$ cat src/rtl/falu_issue_ctrl_if.sv
// Shared types and the request/ALU/response bundle between a caller and falu_issue_ctrl.
// The slave modport is the controller side; master is the caller/ALU side.
package falu_pkg;
  typedef enum logic [3:0] {
    FADD  = 4'd0,
    FSUB  = 4'd1,
    FMUL  = 4'd2,
    FDIV  = 4'd3,
    FSQRT = 4'd4,
    FMIN  = 4'd5,
    FMAX  = 4'd6,
    FCMP  = 4'd7
  } alu_instruction_t;

  typedef logic [31:0] data_t;
endpackage

interface falu_issue_ctrl_if #(
  parameter int unsigned TAG_W = 4
);
  import falu_pkg::*;

  logic             req_valid;
  logic             req_ready;
  alu_instruction_t req_instr;
  logic [31:0]      req_op1;
  logic [31:0]      req_op2;
  data_t            req_imm;
  logic [TAG_W-1:0] req_tag;

  logic             alu_enable;
  alu_instruction_t alu_instruction;
  logic [31:0]      alu_op1;
  logic [31:0]      alu_op2;
  data_t            alu_imm;
  logic [31:0]      alu_result;

  logic             rsp_valid;
  logic             rsp_ready;
  logic [31:0]      rsp_result;
  logic [TAG_W-1:0] rsp_tag;

  logic             busy;
  logic [31:0]      op_count;

  modport slave (
    input  req_valid, req_instr, req_op1, req_op2, req_imm, req_tag,
    input  alu_result, rsp_ready,
    output req_ready, alu_enable, alu_instruction, alu_op1, alu_op2, alu_imm,
    output rsp_valid, rsp_result, rsp_tag, busy, op_count
  );

  modport master (
    output req_valid, req_instr, req_op1, req_op2, req_imm, req_tag,
    output alu_result, rsp_ready,
    input  req_ready, alu_enable, alu_instruction, alu_op1, alu_op2, alu_imm,
    input  rsp_valid, rsp_result, rsp_tag, busy, op_count
  );
endinterface

$ cat src/rtl/falu_issue_ctrl.sv
// Sequences one floating-ALU operation at a time: latch operands, hold alu_enable for
// ISSUE_CYCLES cycles, capture the registered ALU result and hand it back with its tag.
module falu_issue_ctrl
  import falu_pkg::*;
#(
  parameter int unsigned ISSUE_CYCLES = 4,
  parameter int unsigned TAG_W        = 4
) (
  input  logic              clk,
  input  logic              reset,
  falu_issue_ctrl_if.slave  bus
);

  typedef enum logic [1:0] {
    IDLE    = 2'd0,
    ISSUE   = 2'd1,
    CAPTURE = 2'd2,
    RESP    = 2'd3
  } state_t;

  localparam logic [3:0] ISSUE_LAST = 4'(ISSUE_CYCLES - 1);

  state_t           state_q;
  logic [3:0]       cnt_q;
  logic             req_ready_q;
  logic             busy_q;
  logic             alu_enable_q;
  alu_instruction_t alu_instr_q;
  logic [31:0]      alu_op1_q;
  logic [31:0]      alu_op2_q;
  data_t            alu_imm_q;
  logic             rsp_valid_q;
  logic [31:0]      rsp_result_q;
  logic [TAG_W-1:0] rsp_tag_q;
  logic [31:0]      op_count_q;

  // All outputs are registered alongside the state so they track it cycle-exactly.
  always_ff @(posedge clk or posedge reset) begin
    if (reset) begin
      state_q      <= IDLE;
      cnt_q        <= '0;
      req_ready_q  <= 1'b1;
      busy_q       <= 1'b0;
      alu_enable_q <= 1'b0;
      alu_instr_q  <= FADD;
      alu_op1_q    <= '0;
      alu_op2_q    <= '0;
      alu_imm_q    <= '0;
      rsp_valid_q  <= 1'b0;
      rsp_result_q <= '0;
      rsp_tag_q    <= '0;
      op_count_q   <= '0;
    end else begin
      unique case (state_q)
        IDLE: begin
          if (bus.req_valid && req_ready_q) begin
            alu_instr_q  <= bus.req_instr;
            alu_op1_q    <= bus.req_op1;
            alu_op2_q    <= bus.req_op2;
            alu_imm_q    <= bus.req_imm;
            rsp_tag_q    <= bus.req_tag;
            cnt_q        <= '0;
            req_ready_q  <= 1'b0;
            busy_q       <= 1'b1;
            alu_enable_q <= 1'b1;
            state_q      <= ISSUE;
          end
        end
        ISSUE: begin
          cnt_q <= cnt_q + 4'd1;
          if (cnt_q == ISSUE_LAST) begin
            alu_enable_q <= 1'b0;
            state_q      <= CAPTURE;
          end
        end
        CAPTURE: begin
          rsp_result_q <= bus.alu_result;
          rsp_valid_q  <= 1'b1;
          state_q      <= RESP;
        end
        RESP: begin
          // Returning through IDLE keeps req_ready low during this handshake cycle.
          if (bus.rsp_ready) begin
            rsp_valid_q <= 1'b0;
            op_count_q  <= op_count_q + 32'd1;
            req_ready_q <= 1'b1;
            busy_q      <= 1'b0;
            state_q     <= IDLE;
          end
        end
        default: state_q <= IDLE;
      endcase
    end
  end

  assign bus.req_ready       = req_ready_q;
  assign bus.busy            = busy_q;
  assign bus.alu_enable      = alu_enable_q;
  assign bus.alu_instruction = alu_instr_q;
  assign bus.alu_op1         = alu_op1_q;
  assign bus.alu_op2         = alu_op2_q;
  assign bus.alu_imm         = alu_imm_q;
  assign bus.rsp_valid       = rsp_valid_q;
  assign bus.rsp_result      = rsp_result_q;
  assign bus.rsp_tag         = rsp_tag_q;
  assign bus.op_count        = op_count_q;

endmodule

$ cat src/flat_wrapper.sv
// flat-port wrapper written by rule: the top's interface ports become plain ports
module falu_issue_ctrl_flat import falu_pkg::*;
#(
  parameter int unsigned ISSUE_CYCLES = 4,
  parameter int unsigned TAG_W        = 4
)
  (clk, reset, bus_req_valid, bus_req_instr, bus_req_op1, bus_req_op2, bus_req_imm, bus_req_tag, bus_alu_result, bus_rsp_ready, bus_req_ready, bus_alu_enable, bus_alu_instruction, bus_alu_op1, bus_alu_op2, bus_alu_imm, bus_rsp_valid, bus_rsp_result, bus_rsp_tag, bus_busy, bus_op_count);
  falu_issue_ctrl_if #(.TAG_W(TAG_W)) bus_i ();
  input  logic clk;
  input  logic reset;
  input wire logic [$bits(bus_i.req_valid)-1:0] bus_req_valid;
  input wire logic [$bits(bus_i.req_instr)-1:0] bus_req_instr;
  input wire logic [$bits(bus_i.req_op1)-1:0] bus_req_op1;
  input wire logic [$bits(bus_i.req_op2)-1:0] bus_req_op2;
  input wire logic [$bits(bus_i.req_imm)-1:0] bus_req_imm;
  input wire logic [$bits(bus_i.req_tag)-1:0] bus_req_tag;
  input wire logic [$bits(bus_i.alu_result)-1:0] bus_alu_result;
  input wire logic [$bits(bus_i.rsp_ready)-1:0] bus_rsp_ready;
  output wire logic [$bits(bus_i.req_ready)-1:0] bus_req_ready;
  output wire logic [$bits(bus_i.alu_enable)-1:0] bus_alu_enable;
  output wire logic [$bits(bus_i.alu_instruction)-1:0] bus_alu_instruction;
  output wire logic [$bits(bus_i.alu_op1)-1:0] bus_alu_op1;
  output wire logic [$bits(bus_i.alu_op2)-1:0] bus_alu_op2;
  output wire logic [$bits(bus_i.alu_imm)-1:0] bus_alu_imm;
  output wire logic [$bits(bus_i.rsp_valid)-1:0] bus_rsp_valid;
  output wire logic [$bits(bus_i.rsp_result)-1:0] bus_rsp_result;
  output wire logic [$bits(bus_i.rsp_tag)-1:0] bus_rsp_tag;
  output wire logic [$bits(bus_i.busy)-1:0] bus_busy;
  output wire logic [$bits(bus_i.op_count)-1:0] bus_op_count;
  assign bus_i.req_valid = bus_req_valid;
  assign bus_i.req_instr = bus_req_instr;
  assign bus_i.req_op1 = bus_req_op1;
  assign bus_i.req_op2 = bus_req_op2;
  assign bus_i.req_imm = bus_req_imm;
  assign bus_i.req_tag = bus_req_tag;
  assign bus_i.alu_result = bus_alu_result;
  assign bus_i.rsp_ready = bus_rsp_ready;
  assign bus_req_ready = bus_i.req_ready;
  assign bus_alu_enable = bus_i.alu_enable;
  assign bus_alu_instruction = bus_i.alu_instruction;
  assign bus_alu_op1 = bus_i.alu_op1;
  assign bus_alu_op2 = bus_i.alu_op2;
  assign bus_alu_imm = bus_i.alu_imm;
  assign bus_rsp_valid = bus_i.rsp_valid;
  assign bus_rsp_result = bus_i.rsp_result;
  assign bus_rsp_tag = bus_i.rsp_tag;
  assign bus_busy = bus_i.busy;
  assign bus_op_count = bus_i.op_count;
  falu_issue_ctrl #(.ISSUE_CYCLES(ISSUE_CYCLES), .TAG_W(TAG_W)) u_core (.clk(clk), .reset(reset), .bus(bus_i));
endmodule
$ cat config.mk
export PLATFORM = sky130hd
export DESIGN_NAME = falu_issue_ctrl_flat
export DESIGN_NICKNAME = d
export VERILOG_FILES = /design/src/rtl/falu_issue_ctrl_if.sv /design/src/rtl/falu_issue_ctrl.sv /design/src/flat_wrapper.sv
export SDC_FILE = /design/constraint.sdc
export NUM_CORES = 1
export LEC_CHECK = 0
export CAP_MARGIN = 15
export CORE_MARGIN = 4
export CORE_UTILIZATION = 45
export DETAILED_ROUTE_END_ITERATION = 10
export PLACE_DENSITY = 0.95
export SYNTH_ARGS = -nofsm -noshare
export SYNTH_HDL_FRONTEND = slang
export SYNTH_SLANG_ARGS = --single-unit
$ cat constraint.sdc
create_clock -name clk -period 17 [get_ports clk]
set_input_delay 4.25 -clock clk [delete_from_list [all_inputs] [get_ports clk]]
set_output_delay 4.25 -clock clk [all_outputs]
set_load 0.01 [all_outputs]
==> results of run 1 <==
## per-layer routing
metal	global-route usage	wire, microns	vias to the layer above
li1	-	-	2322
met1	0.246	7210	2524
met2	0.385	10400	183
met3	0.0600	1140	22
met4	0.0646	293	0
met5	0	0	-
## power by group
part / internal [mW] / switching (mW) / leakage (nW)
logic: 0.440 / 0.264 / 2.19
registers: 0.586 / 0.0963 / 2.25
clock network: 0.191 / 0.163 / 0.257
total: 1.22 / 0.523 / 4.70
## layout by cell type, fill, tap and decap left out, drive strengths merged
master | Yosys | layout
clkdlybuf4s50 | 0 | 311
dfrtp | 177 | 177
mux2 | 137 | 137
xnor2 | 23 | 23
clkbuf | 2 | 20
nand2 | 19 | 19
nand3 | 13 | 13
nand4 | 12 | 12
and3 | 10 | 10
inv | 7 | 10
xor2 | 8 | 8
ha | 7 | 7
and4 | 7 | 7
o21ai | 6 | 6
clkinv | 0 | 6
a21oi | 4 | 4
nor2 | 4 | 4
nor4 | 4 | 4
nor3 | 3 | 3
clkinvlp | 0 | 3
buf | 18 | 3
a22o | 2 | 2
a21bo | 1 | 1
a32o | 1 | 1
mux2i | 1 | 1
and4bb | 1 | 1
and2 | 1 | 1
o211ai | 1 | 1
a2bb2oi | 1 | 1
o22ai | 1 | 1
nor3b | 1 | 1
o221a | 1 | 1
nand2b | 1 | 1
nand4b | 1 | 1
dfstp | 1 | 1
## kinds of logic (layout without fill, tap and decap cells)
group | count (synthesis) | count (layout)
buf+inv | 27 | 353
xor+xnor | 31 | 31
mux | 138 | 138
fa+ha+maj | 7 | 7
compound gates | 18 | 18
simple gates | 77 | 77
flops | 178 | 178
## flip-flops by register name (all words and copies together), names as in the netlist
name / cells
u_core.bus.alu_imm: 32
u_core.bus.alu_op1: 32
u_core.bus.alu_op2: 32
u_core.bus.op_count: 32
u_core.bus.rsp_result: 32
u_core.bus.alu_instruction: 4
u_core.bus.rsp_tag: 4
u_core.cnt_q: 4
u_core.state_q: 2
u_core.bus.alu_enable: 1
u_core.bus.busy: 1
u_core.bus.req_ready: 1
u_core.bus.rsp_valid: 1
## final cells by class
class | count | area [sq um]
flip-flops and latches | 178 | 4460
fillers | 1045 | 4390
repair buffers | 314 | 3140
multi-input cells | 271 | 2510
clock buffers | 20 | 447
well taps | 211 | 264
clock inverters | 12 | 82.6
inverters | 7 | 31.3
## how the worst max path moves through the flow
stage                                   endpoint  slack (ns)  depth (start not counted)
after floorplan            u_core.bus.alu_enable        7.92                          1
after global placement    u_core.bus.alu_op2[16]       10.31                          4
after detailed placement  u_core.bus.alu_op2[29]       10.28                          4
after CTS                  u_core.bus.alu_imm[6]       10.73                          4
after global routing       u_core.bus.rsp_tag[1]       10.65                          4
final                      u_core.bus.rsp_tag[1]       10.71                          4
## critical path: stages
cell,delay (ns)
clkdlybuf4s50_1,0.53
and3_4,0.55
buf_4,0.75
mux2_2,0.42
==> results.yml, run 1 <==
outcome:
  outcome: "complete, no violations"
critical_path:
  reg2reg_to: "u_core.bus.rsp_tag[1]"
  crit_type: "input port to flip-flop"
  ff2ff_setup_slack_ns: 14.23
  critPathMaxFanout: 69
  cp-startpoint: "bus_req_valid"
  reg2reg_from: "u_core.state_q[0]"
  end_kind: "flip-flop"
  cp-start-kind: "input port"
  cp_data_required_time_ns: 17.30
  ff2ff_path_depth: 5
  cp.arrival_ns: 6.58
global_routing:
  grt_overflow: 0
  grt_usage: 0.213
  antenna_found_initial: 0
  grt_pass1_vias: 5408
  grt_pass1_wl_microns: 29700
  grt_max_degree: 106
cts:
  cts_setup_buffers: 0
  cts_resized: 0
  cts_buffer_depth: 2
  clk_pin_slew_ns: 0.06
  clockRootBuffer: "clkbuf_16"
  cts_buffers: 17
  cts_sinks: 178
  h-tree-depth: 4
  cts_tree: "built"
  holdBufCountCts: 0
  clock_latency_ns: 0.42
placed_design:
  pre_cts_ws_ns: 10.28
  gp_congestion: 0.747
  dp_hpwl_microns: 14100
  dpl.cell_count: 981
  io_buffers: 311
  placed_cell_area_sq_um: 10400
pwr:
  powerDensity_nw_per_um2: 159
  peakVddDrop_mv: 0.0999
  leakage_nw: 4.70
  power.total_mw: 1.74
timing:
  maxSlewViolCount: 0
  rsz0062_at_grt: "no"
  setup_tns_ns: 0
  worst_hold_slack_ns: 0.496
  worst_slew_pin_slew_ns: 0.968
  maxSlewHeadroom: 0.354
  setup_viol: 0
  finalHoldViolations: 0
  setup_ws_ns: 10.71
  fin_crit_ns: 6.29
  post-route-period-util: 0.370
  clock.fmax_mhz: 159
  clock-skew-final_ns: 0.00978
hold_path:
  min_from: "u_core.bus.op_count[31]"
  whs_path_depth: 1
  hp-class: "flip-flop to flip-flop"
  hold_end: "u_core.bus.op_count[31]"
logic_synthesis:
  synth-main-ff-cell: "dfrtp_1"
  syn_area_per_cell_sq_um: 14.9
  synth_xor_area_frac: 0.0382
  ys_seq_area_frac: 0.627
  synth_top_family_by_area: "multiplexers"
  synthCells: 476
  synth-edff-count: 0
  synth_adder_area_share: 0.0123
  synthDistinctLibCells: 38
  syn_nets: 623
  netlist_top_cells_area: "dfrtp_1 62%, mux2_2 22%, xnor2_1 2.8%"
  synth_mux_area_frac: 0.219
  synth_seq_cells: 178
  yosysTopAreaCell: "dfrtp_1"
  synth_compound_area_frac: 0.0171
  yosys_warnings: 0
  synth.most_common_cell: "dfrtp_1"
  synth_area_sq_um: 7100
  synth_common_cells: "177 x dfrtp_1, 137 x mux2_2, 23 x xnor2_1, 19 x nand2_1, 12 x nand3_1"
  yosys.area.top_type_share: 0.623
  async_reset_ff_frac: 1.00
  yosys.area_share.simple: 0.0669
routing:
  wl_per_cell_microns: 18.8
  wirelength_microns: 19000
  drt_iter0_drc: 214
  vias: 5051
  drcViolationCount: 0
  first_pass_iters: 4
  viasPerCell: 4.99
  drtAntennaViolNets: 0
floorplan:
  die_h_microns: 134
  core_area_sq_um: 15300
  dieArea_sq_um: 17900
  start_util: 0.464
  ios: 312
  dieWidth_microns: 134
  core.rowCount: 45
final_layout:
  drive_gt1_frac: 0.226
  finalInstanceArea_sq_um: 10900
  final_nets: 936
  antenna_cells: 0
  final_util: 0.714
  area_growth_pct: 53.8
  final_cells: 1013
flow_run:
  maxCapViolations: 0
(Power assumes the default switching activity.)
==> inputs of run 2 (changes only) <==
--- a/config.mk
+++ b/config.mk
@@ -7,9 +7,9 @@
 export LEC_CHECK = 0
 export CAP_MARGIN = 15
 export CORE_MARGIN = 4
-export CORE_UTILIZATION = 45
+export CORE_UTILIZATION = 42
 export DETAILED_ROUTE_END_ITERATION = 10
-export PLACE_DENSITY = 0.95
+export PLACE_DENSITY = 0.9
 export SYNTH_ARGS = -nofsm -noshare
 export SYNTH_HDL_FRONTEND = slang
 export SYNTH_SLANG_ARGS = --single-unit
==> constraint.sdc (replaced) <==
create_clock -name clk -period 6 [get_ports clk]
set_input_delay 1.5 -clock clk [delete_from_list [all_inputs] [get_ports clk]]
set_output_delay 1.5 -clock clk [all_outputs]
set_load 0.01 [all_outputs]
==> run 2 against run 1 <==
Global-route usage down 2.4 points. First-iteration DRC count down 11%. Clock power rose to 3.2 times the previous value. Wire length down 5.8%. Worst hold slack worse by 0.016 ns. Sequential power rose to 2.8 times the previous value. Sequential share of layout area down 0.35 points. Register-to-register slack worse by 11 ns. Worst setup slack worse by 8.2 ns. Combinational power rose to 2.8 times the previous value. Highest routed layer unchanged. Count of clock-buffer cells in the layout down 1. Cell area up 0.86%.
==> results.yml, run 2 (same netlist as run 1, synthesis figures left out) <==
outcome:
  outcome: "complete, no violations"
cts:
  cts_buffers: 17
  holdBufCountCts: 0
  clockRootBuffer: "clkbuf_16"
  cts_tree: "built"
  clk_pin_slew_ns: 0.07
  clock_latency_ns: 0.43
  cts_resized: 0
  cts_buffer_depth: 2
  cts_sinks: 178
  cts_setup_buffers: 0
  h-tree-depth: 4
critical_path:
  cp.arrival_ns: 3.73
  end_kind: "flip-flop"
  crit_type: "input port to flip-flop"
  cp-start-kind: "input port"
  cp_data_required_time_ns: 6.30
  critPathMaxFanout: 79
pwr:
  peakVddDrop_mv: 0.251
  leakage_nw: 4.73
  powerDensity_nw_per_um2: 455
  power.total_mw: 5.01
global_routing:
  grt_max_degree: 179
  grt_pass1_wl_microns: 29100
  grt_use_met2: 0.333
  top_usage_layer: "met2"
  antenna_found_initial: 0
  grt_use_met1: 0.221
  gr-usage-met3: 0.0549
  grt_overflow: 0
  grt_usage: 0.189
  grt_pass1_vias: 5351
floorplan:
  start_util: 0.428
  core_area_sq_um: 16600
  die_h_microns: 138
  core.rowCount: 47
  dieWidth_microns: 138
  dieArea_sq_um: 19100
  ios: 312
timing:
  maxSlewHeadroom: 0.308
  worst_slew_pin_slew_ns: 1.04
  finalHoldViolations: 0
  clock-skew-final_ns: 0.0104
  clock.fmax_mhz: 291
  rsz0062_at_grt: "no"
  setup_tns_ns: 0
  maxSlewViolCount: 0
  fin_crit_ns: 3.44
  setup_viol: 0
  post-route-period-util: 0.573
routing:
  drcViolationCount: 0
  drt_iter0_drc: 190
  wirelength_microns: 17900
  first_pass_iters: 4
  vias: 4930
  viasPerCell: 4.82
  drtAntennaViolNets: 0
  wl_per_cell_microns: 17.5
final_layout:
  n_fill_cell: 1203
  antenna_cells: 0
  final_util: 0.665
  area_growth_pct: 55.2
  layout_commonest_cell: "clkdlybuf4s50_1"
  final_nets: 937
  drive_gt1_frac: 0.228
  final_cell_mix: "311 x clkdlybuf4s50_1, 177 x dfrtp_1, 137 x mux2_2"
hold_path:
  hp-class: "flip-flop to flip-flop"
placed_design:
  gp_congestion: 0.797
  io_buffers: 311
  dp_hpwl_microns: 13300
flow_run:
  maxCapViolations: 0
[run 2: routing by layer]
layer  up-vias  wire length (microns)
met1      2411                   7010
met3        28                    988
met2       170                   9470
met4         0                    456
li1       2321                      -
met5         -                      0
[run 2: cell type report]
| type | count | area, sq um | area share |
|---|---|---|---|
| sequential | 178 | 4460 | 0.404 |
| clock buffer | 19 | 443 | 0.0402 |
| inverter | 7 | 30.0 | 0.00272 |
| clock inverter | 13 | 150 | 0.0136 |
| multi-input combinational | 271 | 2510 | 0.228 |
| tap | 220 | 275 | 0.0250 |
| timing repair buffer | 315 | 3160 | 0.286 |
[run 2: worst paths after layout]
kind                                    startpoint  slack, ns                       to  cells past startpoint
setup / recovery                     bus_req_valid       2.56   u_core.bus.alu_op2[27]                      4
hold / removal             u_core.bus.op_count[31]       0.48  u_core.bus.op_count[31]                      1
setup reg to reg                 u_core.state_q[0]       3.30   u_core.bus.alu_op2[27]                      5
hold reg to reg            u_core.bus.op_count[31]       0.48  u_core.bus.op_count[31]                      1
max in group asynchronous                    reset       3.53    u_core.bus.alu_imm[2]                      3
min in group asynchronous                    reset       1.67  u_core.bus.op_count[31]                      3
[run 2: power by group]
| group | total [mW] | switching [mW] | internal [mW] |
|---|---|---|---|
| Sequential | 1.91 | 0.248 | 1.66 |
| Combinational | 1.99 | 0.740 | 1.25 |
| Clock | 1.12 | 0.486 | 0.632 |
| Total | 5.01 | 1.47 | 3.54 |
[run 2: critical path: stages]
cell and delay [ns]:
clkdlybuf4s50_1 0.51, and3_4 0.85, buf_4 0.41, mux2_2 0.37
[run 2: metrics by stage]
stage	cell area, sq um	worst slack [ns]	hold WS (ns)	instances
2_1_floorplan	7110	2.22	0.484	476
3_3_place_gp	10400	2.12	0.462	991
3_5_place_dp	10400	2.13	0.478	991
4_1_cts	11000	2.57	0.487	1023
5_1_grt	11000	2.47	0.509	1023
6_report	11000	2.56	0.480	1023
